`src/rtl/ahb_sram_bridge.sv`:
```
// AHB-Lite zero-wait-state slave in front of a single-port word-wide SRAM.
// A one-entry write buffer parks a write data phase that collides with a read address phase.
module ahb_sram_bridge #(
  parameter int AW = 16
) (
  input  logic          HCLK,
  input  logic          HRESET,
  input  logic          HSEL,
  input  logic          HREADY,
  input  logic [1:0]    HTRANS,
  input  logic [2:0]    HSIZE,
  input  logic          HWRITE,
  input  logic [AW+1:0] HADDR,
  input  logic [31:0]   HWDATA,
  output logic          HREADYOUT,
  output logic          HRESP,
  output logic [31:0]   HRDATA,
  input  logic [31:0]   SRAMRDATA,
  output logic [AW-1:0] SRAMADDR,
  output logic [31:0]   SRAMWDATA,
  output logic [3:0]    SRAMWEN,
  output logic          SRAMCS
);

  function automatic logic [3:0] byte_mask(input logic [2:0] size, input logic [1:0] lane);
    if (size == 3'd0)      return 4'b0001 << lane;
    else if (size == 3'd1) return lane[1] ? 4'b1100 : 4'b0011;
    else                   return 4'b1111;
  endfunction

  logic          accept, rd_accept, wr_accept;
  logic          wr_dp, rd_dp;
  logic [AW-1:0] wr_addr, rd_addr;
  logic [3:0]    wr_mask;
  logic          buf_valid;
  logic [AW-1:0] buf_addr;
  logic [3:0]    buf_mask;
  logic [31:0]   buf_data;
  logic          drain;

  assign accept    = HSEL & HREADY & HTRANS[1];
  assign rd_accept = accept & ~HWRITE;
  assign wr_accept = accept & HWRITE;

  assign HREADYOUT = 1'b1;
  assign HRESP     = 1'b0;

  // Port arbitration: read address phase, then direct write data, then buffer drain.
  // Everything is suppressed while in reset so an in-flight write never lands.
  always_comb begin
    // NOTE: every output of this block gets a default first so no latch is inferred.
    SRAMCS    = 1'b0;
    SRAMWEN   = 4'b0000;
    SRAMADDR  = '0;
    SRAMWDATA = '0;
    drain     = 1'b0;
    if (!HRESET) begin
      if (rd_accept) begin
        SRAMCS   = 1'b1;
        SRAMADDR = HADDR[AW+1:2];
      end else if (wr_dp) begin
        SRAMCS    = 1'b1;
        SRAMWEN   = wr_mask;
        SRAMADDR  = wr_addr;
        SRAMWDATA = HWDATA;
      end else if (buf_valid) begin
        SRAMCS    = 1'b1;
        SRAMWEN   = buf_mask;
        SRAMADDR  = buf_addr;
        SRAMWDATA = buf_data;
        drain     = 1'b1;
      end
    end
  end

  // Merge uses buffer state from the start of the cycle, so a concurrent drain is harmless.
  always_comb begin
    HRDATA = '0;
    if (rd_dp) begin
      HRDATA = SRAMRDATA;
      if (buf_valid && (buf_addr == rd_addr)) begin
        for (int b = 0; b < 4; b++) begin
          if (buf_mask[b]) HRDATA[b*8 +: 8] = buf_data[b*8 +: 8];
        end
      end
    end
  end

  always_ff @(posedge HCLK) begin
    // NOTE: state is updated with non-blocking assignments so all registers see pre-edge values.
    if (HRESET) begin
      wr_dp     <= 1'b0;
      rd_dp     <= 1'b0;
      wr_addr   <= '0;
      wr_mask   <= '0;
      rd_addr   <= '0;
      buf_valid <= 1'b0;
      buf_addr  <= '0;
      buf_mask  <= '0;
      buf_data  <= '0;
    end else begin
      wr_dp <= wr_accept;
      rd_dp <= rd_accept;
      if (wr_accept) begin
        wr_addr <= HADDR[AW+1:2];
        wr_mask <= byte_mask(HSIZE, HADDR[1:0]);
      end
      if (rd_accept) rd_addr <= HADDR[AW+1:2];
      if (wr_dp && rd_accept) begin
        buf_valid <= 1'b1;
        buf_addr  <= wr_addr;
        buf_mask  <= wr_mask;
        buf_data  <= HWDATA;
      end else if (drain) begin
        buf_valid <= 1'b0;
      end
    end
  end

endmodule

```
`config.mk`:
```
export PLATFORM = sky130hd
export DESIGN_NAME = ahb_sram_bridge
export DESIGN_NICKNAME = d
export VERILOG_FILES = /design/src/rtl/ahb_sram_bridge.sv
export SDC_FILE = /design/constraint.sdc
export NUM_CORES = 1
export LEC_CHECK = 0
export BUFFER_PORTS_ARGS = -buffer_cell sky130_fd_sc_hd__buf_2
export CAP_MARGIN = 30
export CORE_AREA = 2 2 117 119
export CTS_CLUSTER_SIZE = 14
export DETAILED_ROUTE_END_ITERATION = 8
export DIE_AREA = 0 0 119 121
export PLACE_DENSITY = 0.65
export RECOVER_POWER = 50
export SLEW_MARGIN = 20
export SYNTH_ARGS = -nofsm -noshare
export SYNTH_HDL_FRONTEND = slang
export SYNTH_SLANG_ARGS = --single-unit
```
`constraint.sdc`:
```
create_clock -name HCLK -period 3.2 [get_ports HCLK]
set_input_delay 0.16 -clock HCLK [delete_from_list [all_inputs] [get_ports HCLK]]
set_output_delay 0.16 -clock HCLK [all_outputs]
set_load 0.03 [all_outputs]
```
== Yosys cells after proc, flatten, opt, wreduce, memory -nomap -nowiden ==
Cells that the tools add are included.
Word-level totals
  ROM bits: 0
  output and inout bits: 87
  latch bits: 0
  memories kept: 0
  RAM bits: 0
  input port bits: 92
  word-level logic and storage cells: 51
  register bits after elaboration: 91
Cells by class
  divide/modulo/power cells: 0
  $add $sub $neg: 0
  order comparisons: 0
  equal/unequal tests: 2
  reduce and logical (&&, ||, !) cells: 4
  shift operators: 1
  bitwise operators: 5
  multiplexer cells: 30
  $mul: 0
Operators by type and width (number)
  32-bit two-way mux: 6
  16-bit two-way mux: 4
  8-bit two-way mux: 4
  4-bit two-way mux: 7
  16-bit == test: 1
  1-bit two-way mux: 9
  1-bit AND: 4
  1-bit by 2-bit left shift with 4-bit output (first input constant): 1
  3-bit by 1-bit == test with 1-bit output (second input constant): 1
  3-bit zero test: 1
  1-bit logical AND: 2
  2-bit nonzero test: 1
  1-bit inverter: 1

== Longest topological paths before layout ==
  depth in word-level cells: 7
  mapped depth: 7
  gate-level depth less buffers: 5

== Worst setup path after synthesis ==
OpenSTA, ideal clock, no wires.
  path type: register -> output
  start: register rd_addr[8]
  end: output port HRDATA[24]
  arrival: 1904 ps
  buffers on the path: 2
  slack: 1136 ps
  data required time: 3040 ps
  stages on the path, launching flop included: 8
  cell sequence: dfxtp_1 -> xor2_1 -> nor4_1 -> and3_1 -> clkbuf_1 -> buf_2 -> nand4_1 -> a21oi_1
On the way
  longest elaborated chain between the ends: 4
RTL lines
  start: declaration: RTL line 33  | logic [AW-1:0] wr_addr, rd_addr;
  start signal: assignment: RTL line 108  | if (rd_accept) rd_addr <= HADDR[AW+1:2];
  16-bit == test: RTL line 81  | if (buf_valid && (buf_addr == rd_addr)) begin
  1-bit logical AND: RTL line 81
  32-bit two-way mux: RTL line 81
  32-bit two-way mux: RTL line 79  | if (rd_dp) begin
  end: declaration: RTL line 17  | output logic [31:0] HRDATA,
Every way passes these cells.

== Worst setup path after layout ==
  start: input port HRESET
  end: output port SRAMWDATA[20]
On the way
  longest elaborated chain between the ends: 1
RTL lines
  start: declaration: RTL line 7  | input logic HRESET,
  32-bit two-way mux: RTL line 57  | if (!HRESET) begin
  end: declaration: RTL line 20  | output logic [31:0] SRAMWDATA,
Every way passes these cells.

==> qor.txt <==
Outcome - complete, but fails checks
Violated checks - max-capacitance violations, max-slew violations
Yosys warns - 0
Req. time, crit path - 3040 ps
RSZ-0062 raised after global routing - false
Core ar. - 0.01309 mm^2
Worst setup EP type - output pin
Setup Viol. Count Final - 0
Worst-Margin Slew - 2217 ps
Mapped cell area - 0.005129 mm^2
Worst path slowest cell - clkbuf_1
Starting Density - 39.19%
Die width - 119 um
VDD IR max - 0.0002044 V
Final Hold Viols - 0
Largest net degree at the start of global routing - 63
Avg WL per Cell - 14.70 um
First-pass GRT wire length - 26.46 mm
Antenna violations before repair - 1
Clock Latency Late Sink - 340 ps
Layout fillers - 1409
Max cap viols - 3
DIE HEIGHT - 121 um
Post-Route Setup TNS - 0 ps
Mapped Cells - 803
Number of port buffers - 175
GP Congestion - 0.7672
Top FF cell, synth - dfxtp_1
Number of flops mapped to enable cells by yosys - 0
Bufs on Longest Clock Path - 2
Postcts setup bufs - 0
Post-route ant nets - 0
Worst-path clk slew - 60 ps
CP peak stage delay - 1550 ps
GR Overflow Total - 0
CTS Hold Bufs - 0
Num CTS Buffers - 9
Clk_skew - 3.875 ps
Final wirelength - 16.32 mm
Worst-path cell chain - clkbuf_1 -> nand2b_1 -> buf_4 -> nor2_1 -> buf_2
Total vias in the final route - 5814
Nets@finish - 1020
Async SR Flop Fraction - 0%
P per Cell Area - 393.4 mW/mm^2
Min-delay worst type - input port to register
Vias per inst - 5.238
Delay-heaviest family, CP - buffers and inverters
H-tree Lvls - 3
Worst slew margin - -47.81%
Most frequent cells in the layout - nand2_1, a21oi_1, buf_2, dfxtp_1, nor2_1
Initial DRC Count - 362
Crit path kind - input port to output pin
Pre-CTS WS - 903.4 ps
Worst Setup Slack, final - 439.7 ps
Mean Syn Cell Area - 6.387 um^2
Total Die Area - 0.01440 mm^2
CP arrival - 2600 ps
Vias in the first global route - 5212
HPWL Detailed - 10.69 mm
Max Freq - 362.3 MHz
Sequential share of the synthesized area - 35.52%
Worst Path Max Fanout - 48
FP Rows - 42
Post-CTS Resized - 0
Syn nets - 895
Crit path time final - 2760 ps
Pleak - 2.508 nW
Post-synthesis cell type count - 33
Max Transition Viols Final - 112
Drt first pass iters - 5
CP startpoint kind - input port
Clock sinks - 91
Area growth syn-to-layout - 23.79%
GRT Overall Usage - 22.53%
Most common cell after layout, fill and taps aside - nand2_1
Top Ports - 179
Clk root buf - clkbuf_16
Bufs and invs on worst path - 3
Ratio of cells with drive above 1 in the final layout - 21.54%
Remaining DRCs - 0
CTS tree - yes
Period utilisation layout - 86.26%
Yosys reg bits - 91
-- metrics by stage --
| step | instance area (um^2) | instances | hold WS (ps) | util, % | power (W) |
|---|---|---|---|---|---|
| final | 6349 | 1110 | 64.12 | 48.52 | 0.002497 |
| after global routing | 6346 | 1109 | 73.56 | 48.50 | 0.002581 |
| after CTS | 6369 | 1109 | 60.93 | 48.67 | 0.002518 |
| after detailed placement | 6061 | 1093 | 418.5 | 46.32 | 0.001427 |
| after global placement | 6026 | 1091 | 415.2 | 46.05 | 0.001426 |
| after floorplan | 5129 | 803 | 296.0 | - | 0.001317 |
-- layer usage --
metal | up-vias | GRT usage, % | share of wire (%)
li1 | 2939 | - | -
met1 | 2615 | 30.33 | 44
met2 | 243 | 37.79 | 47
met3 | 17 | 3.195 | 6.9
met4 | 0 | 6.176 | 1.4
met5 | - | 0 | 0
-- state kept, by name, summed over array words and instances (netlist names) --
register	flops
wr_addr	16
buf_addr	16
buf_mask	4
wr_dp	1
buf_data	32
rd_addr	16
buf_valid	1
wr_mask	4
rd_dp	1
-- tightest hold or removal path, delay by kind of cell --
kind / cells / cell delay [ps]
AOI/OAI and AO/OA: 1 / 50
and+or+nand+nor: 1 / 50
buffers and inverters: 1 / 100
-- kinds of logic after synthesis --
group | count (synthesis) | share of synthesized area (%)
simple gates | 384 | 30.57
compound gates | 227 | 24.08
flops | 91 | 35.52
buf+inv | 86 | 7.465
xor+xnor | 13 | 2.220
other cells | 2 | 0.1464
-- power by group --
part | internal [W] | total (W) | switching, W | leakage (nW)
clock network | 0.000671 | 0.00110 | 0.000424 | 0.150
registers | 0.00114 | 0.00115 | 0.0000104 | 0.736
logic | 0.0000829 | 0.000249 | 0.000166 | 1.62
total | 0.00190 | 0.00250 | 0.000601 | 2.51
-- area by class of cell --
class | instances | area, um^2 | area share, %
clock inverters | 1 | 30.03 | 0.4730
repair buffers | 191 | 1025 | 16.14
clock buffers | 15 | 277.8 | 4.375
inverters | 9 | 33.78 | 0.5321
flip-flops and latches | 91 | 1827 | 28.77
multi-input cells | 626 | 2933 | 46.20
well taps | 176 | 220.2 | 3.469
diodes | 1 | 2.502 | 0.03942
-- path summary, 6_finish.rpt --
path | to | cells after the start | from | slack [ps]
worst max-delay path | SRAMWDATA[20] | 5 | HRESET | 440
worst min-delay path | wr_addr[5]$_SDFFE_PP0P_ | 3 | HADDR[7] | 60
worst max register to register | buf_data[31]$_SDFFE_PP0P_ | 4 | wr_dp$_SDFF_PP0_ | 460
worst min register to register | rd_addr[14]$_SDFFE_PP0P_ | 2 | rd_addr[14]$_SDFFE_PP0P_ | 470
-- cells in the mapped netlist, types with 2 or more instances --
cell | count | area [um^2]
buf_4 | 3 | 22.52
nor3_1 | 4 | 20.02
buf_8 | 3 | 45.04
o31ai_1 | 32 | 240.2
dfxtp_1 | 91 | 1822
buf_2 | 6 | 30.03
a211oi_1 | 3 | 22.52
nand4_1 | 34 | 212.7
nor2_1 | 81 | 304.0
nand3_1 | 2 | 10.01
o21ai_0 | 18 | 90.09
conb_1 | 2 | 7.510
nand2_1 | 254 | 953.4
inv_1 | 7 | 26.28
buf_1 | 3 | 11.26
xor2_1 | 7 | 61.31
a21oi_1 | 169 | 845.8
clkbuf_1 | 61 | 229.0
inv_2 | 2 | 7.510
xnor2_1 | 6 | 52.55
nand2b_1 | 3 | 18.77
Power figures use the tool's default switching activity.
